<file path="src/rtl/wb_mem_arbiter.sv">
// wb_mem_arbiter: registered-grant arbiter sharing one Wishbone RAM between imem and dmem
module wb_mem_arbiter #(
  parameter int TIMEOUT = 255,
  parameter bit FAIR    = 1
) (
  input  logic        clk_i,
  input  logic        rst_in,
  input  logic        imem_stb_i,
  input  logic [31:0] imem_adr_i,
  output logic [31:0] imem_dat_o,
  output logic        imem_ack_o,
  input  logic        dmem_stb_i,
  input  logic        dmem_we_i,
  input  logic [3:0]  dmem_be_i,
  input  logic [31:0] dmem_adr_i,
  input  logic [31:0] dmem_dat_i,
  output logic [31:0] dmem_dat_o,
  output logic        dmem_ack_o,
  output logic        mem_cyc_o,
  output logic        mem_stb_o,
  output logic        mem_we_o,
  output logic [3:0]  mem_be_o,
  output logic [31:0] mem_adr_o,
  output logic [31:0] mem_dat_o,
  input  logic [31:0] mem_dat_i,
  input  logic        mem_ack_i,
  output logic        tout_o
);
  localparam int CW = TIMEOUT > 0 ? $clog2(TIMEOUT + 1) : 1;
  localparam logic [CW-1:0] CLAST = CW'(TIMEOUT - 1);
  localparam logic [CW-1:0] CMAX  = CW'(TIMEOUT);
  typedef enum logic [1:0] {IDLE, GNT_I, GNT_D} state_t;
  state_t        state, state_nx;
  logic          last_r;
  logic [CW-1:0] cnt;
  logic          gi, gd, gnt, stb_g, tmo, ack_g, pick_i;
  always_comb begin
    gi       = state == GNT_I;
    gd       = state == GNT_D;
    gnt      = gi | gd;
    stb_g    = gi ? imem_stb_i : dmem_stb_i;
    tmo      = TIMEOUT != 0 && gnt && !mem_ack_i && cnt == CLAST;
    ack_g    = gnt && (mem_ack_i || tmo);
    // last_r=1 means dmem won the previous grant, so imem goes first on a tie
    pick_i   = imem_stb_i && (!dmem_stb_i || (FAIR && last_r));
    state_nx = gnt ? ((ack_g || !stb_g) ? IDLE : state) :
               pick_i ? GNT_I : dmem_stb_i ? GNT_D : IDLE;
  end
  always_ff @(posedge clk_i or negedge rst_in) begin
    if (!rst_in) begin
      state  <= IDLE;
      last_r <= 1'b1;
      cnt    <= '0;
      tout_o <= 1'b0;
    end else begin
      state  <= state_nx;
      if (!gnt && state_nx != IDLE) last_r <= state_nx == GNT_D;
      cnt    <= !gnt ? '0 : (!mem_ack_i && cnt != CMAX) ? cnt + 1'b1 : cnt;
      tout_o <= tout_o | tmo;
    end
  end
  assign mem_cyc_o  = gnt;
  assign mem_stb_o  = gnt;
  assign mem_we_o   = gd & dmem_we_i;
  assign mem_be_o   = gd ? dmem_be_i : {4{gi}};
  assign mem_adr_o  = gd ? dmem_adr_i : gi ? imem_adr_i : '0;
  assign mem_dat_o  = gd ? dmem_dat_i : '0;
  assign imem_ack_o = gi & ack_g;
  assign dmem_ack_o = gd & ack_g;
  assign imem_dat_o = tmo ? '0 : mem_dat_i;
  assign dmem_dat_o = tmo ? '0 : mem_dat_i;
endmodule

</file>
<file path="config.mk">
export PLATFORM = sky130hd
export DESIGN_NAME = wb_mem_arbiter
export DESIGN_NICKNAME = d
export VERILOG_FILES = /design/src/rtl/wb_mem_arbiter.sv
export SDC_FILE = /design/constraint.sdc
export NUM_CORES = 1
export LEC_CHECK = 0
export CAP_MARGIN = 20
export CORE_AREA = 2 2 108 110
export CTS_CLUSTER_SIZE = 40
export DETAILED_ROUTE_END_ITERATION = 6
export DIE_AREA = 0 0 110 112
export GPL_ROUTABILITY_DRIVEN = 0
export MAX_ROUTING_LAYER = met4
export PLACE_DENSITY = 0.73
export SKIP_LAST_GASP = 1
export SLEW_MARGIN = 20
export SYNTH_ARGS = -nofsm -noshare
export SYNTH_HDL_FRONTEND = slang
export SYNTH_SLANG_ARGS = --single-unit
export TNS_END_PERCENT = 50
</file>
<file path="constraint.sdc">
create_clock -name clk_i -period 2.4 [get_ports clk_i]
set_input_delay 0.36 -clock clk_i [delete_from_list [all_inputs] [get_ports clk_i]]
set_output_delay 0.36 -clock clk_i [all_outputs]
set_load 0.01 [all_outputs]
</file>
==> results.ini <==
[status]
status = complete, no violations

[critical_path]
cpLargestDelayFamily = buffers and inverters
crit_path_start_kind = flop
critPathRequiredTime_ns = 2.04
critical_path_buf_inv_count = 4
endpoint_kind = primary output
path_cells = inv_1 > ha_4 > nor2_4 > nand4_4 > buf_12 > clkbuf_4 > and2_1 > dlygate4sd2_1
r2r_start = state[0]
crit_fanout = 8
worstPathArrival_ns = 2.03
cp-startpoint = state[0]
critPathSlowestCell = dfrtp_1
critical_path_class = reg2out
max_stage_delay_ns = 0.39

[floorplan]
start_util_pct = 18.4
row_count = 39
fp.dieW_um = 110
core_um2 = 11200
die_y_um = 112
die-area_um2 = 12300
pin_count = 276

[power_and_ir_drop]
p_seq_share_pct = 9.4
ir_drop_uv = 677
pwr-share-comb_pct = 79.1
switching_power_mw = 1.13
p_leak_nw = 2.21
cellPowerDensity_nw_per_um2 = 597
switching_share_pct = 38.5
power.total_mw = 2.94
intPower_mw = 1.81
clock_power_share_pct = 11.5

[yosys]
syn_inst = 298
ys_ff_latch = 12
avgSynthCellArea_um2 = 6.88
synth.net_count = 440
yosysSeqAreaShare_pct = 14.7
synth_top_area_share_pct = 13.7
yosysUniqueCellTypes = 38
syn-cell-area_um2 = 2050
ys_top_cells_by_area = nand2_1, dfrtp_1, buf_4
synth-warning-count = 0
yosysTopAreaCell = nand2_1

[clock_network]
clk_latency_ns = 0.24
clkSlewWorstSetupHoldPaths_ns = 0.04
htree_levels = 1
cts_tree = done
cts_hold_buf = 0
cts_buffers = 3
clockBufferDepth = 2
clkSinkCount = 12
cts_root_buf = clkbuf_16

[placement]
place_ws_ns = 0.0130
portBuffers = 275
dp_hpwl_um = 7720

[detailed_routing]
ant_nets = 0
via_per_inst = 4.12
wl_per_cell_um = 14.2
vias = 2812
routed_wl_um = 9730
remaining_drc_errors = 0
first_pass_iters = 4
drt_iter0_drc = 128

[timing]
setup_viol_count_final = 0
rsz0062_at_grt = yes
finalCritPeriodShare_pct = 99.8
fin_crit_ns = 2.39
timing.fmax_ghz = 0.418
finalWorstSetupSlack_ns = 0.00559
final_max_slew_viol_count = 0
finalHoldViolations = 0
skew_ns = 0.000637
worst_pin_slew_ns = 0.537
finalSetupTns_ns = 0
slew-limit-headroom_pct = 64.1

[cells_and_area]
drive_above_1_share_pct = 11.9
diodes = 0
area_growth_syn_to_layout_pct = 140
finish.utilization_pct = 44.1
final_common_cell = clkdlybuf4s50_1
nNetsFinal = 683
final_cell_mix = clkdlybuf4s50_1, nand2_1, dlygate4sd2_1, and2_1, o21ai_0

[hold_path]
hp-class = reg2reg
holdCritStartpoint = tout_o

[grt]
grt_max_degree = 45
grt_pass1_vias = 2762
grt_pass1_wl_um = 14100
antenna_found_initial = 0
grt_usage_pct = 14.5
grt_overflow = 0

[run]
cap_viol_max_count = 0

[layout make-up]
class                           instances  area [um^2]
Timing Repair Buffer                  293         2960
Sequential cell                        12          302
Inverter                                8         30.0
Clock buffer                            4         88.8
Fill cell                            1121         6250
Multi-Input combinational cell        223         1360
Tap cell                              143          179
[path summary, 6_finish.rpt]
check | endpoint | slack, ns | depth (start not counted)
hold reg to reg | tout_o | 0.47 | 1
hold / removal | tout_o | 0.47 | 1
setup / recovery | imem_dat_o[30] | 0.006 | 8
setup reg to reg | cnt[1] | 0.86 | 5
max in group asynchronous | last_r | 1.56 | 1
min in group asynchronous | cnt[2] | 0.48 | 1
[worst register-to-register path, delay by kind of cell (launching register included)]
kind | cells | cell delay, ns
adder cells (fa/ha/maj) | 1 | 0.29
buffers and inverters | 2 | 0.29
flip-flops | 1 | 0.36
multiplexers | 1 | 0.24
AND/OR/NAND/NOR | 1 | 0.23
[flip-flops by register name, summed over array words and instances, names as in the netlist]
signal	count
state	2
cnt	8
tout_o	1
last_r	1
[metal layers]
metal | vias to the layer above | track usage (%) | part of all wire (%)
met2 | 115 | 27.2 | 53
li1 | 1406 | - | -
met5 | - | - | 0
met1 | 1277 | 16.1 | 38
met4 | 0 | 2.11 | 1.3
met3 | 14 | 2.40 | 7.9
[synthesized netlist by cell type]
| master | instances |
|---|---|
| a31o_4 | 1 |
| and3_1 | 1 |
| and2b_2 | 1 |
| mux2_2 | 1 |
| mux2_4 | 2 |
| nand2_1 | 75 |
| a311oi_2 | 1 |
| buf_6 | 5 |
| clkbuf_2 | 1 |
| dfrtp_1 | 11 |
| and2_1 | 38 |
| and4b_2 | 1 |
| nor3_1 | 2 |
| clkbuf_1 | 15 |
| nor2_1 | 6 |
| nor3b_1 | 2 |
| a211oi_1 | 1 |
| nand3_1 | 2 |
| and2b_1 | 1 |
| a31oi_1 | 5 |
| and3_4 | 1 |
| o21ai_0 | 35 |
| and2_4 | 27 |
| inv_1 | 8 |
| clkbuf_8 | 1 |
| a21oi_1 | 1 |
| nand2b_1 | 3 |
| mux2_1 | 2 |
| mux2i_1 | 1 |
| o311a_1 | 1 |
| ha_1 | 4 |
| a32o_1 | 2 |
| nand3b_1 | 1 |
| dfstp_2 | 1 |
| buf_4 | 33 |
| and4_2 | 1 |
| nor2b_1 | 3 |
| nand4_4 | 1 |
[stage by stage]
| step | area (um^2) | hold slack, ns | cells |
|---|---|---|---|
| after floorplan | 2050 | 0.0644 | 298 |
| after global placement | 4720 | 0.457 | 670 |
| after detailed placement | 4720 | 0.473 | 670 |
| after CTS | 4780 | 0.485 | 674 |
| after global routing | 4920 | 0.527 | 683 |
| final | 4920 | 0.473 | 683 |
[kinds of logic (layout without fill, tap and decap cells)]
group,after synthesis,after routing,synth area share [%]
and+or+nand+nor,166,166,45.6
buffers and inverters,63,305,20.0
AOI/OAI and AO/OA,47,47,13.7
DFF,12,12,14.7
muxes,6,6,3.60
adders and majority gates,4,4,2.44
[power by group through the flow]
stage               Clock [mW]  Sequential, mW  Combinational [mW]
finish                   0.337           0.277                2.33
global route             0.359           0.284                2.52
CTS                      0.343           0.277                2.32
detailed placement           0           0.276                2.30
global placement             0           0.274                2.26
floorplan                    0           0.268                1.03
[what timing repair did]
action                     CTS  global route
resized for setup           44            26
setup endpoints to repair  121            67
cloned                       0             1
setup buffers                0             8
(Power assumes the default switching activity.)
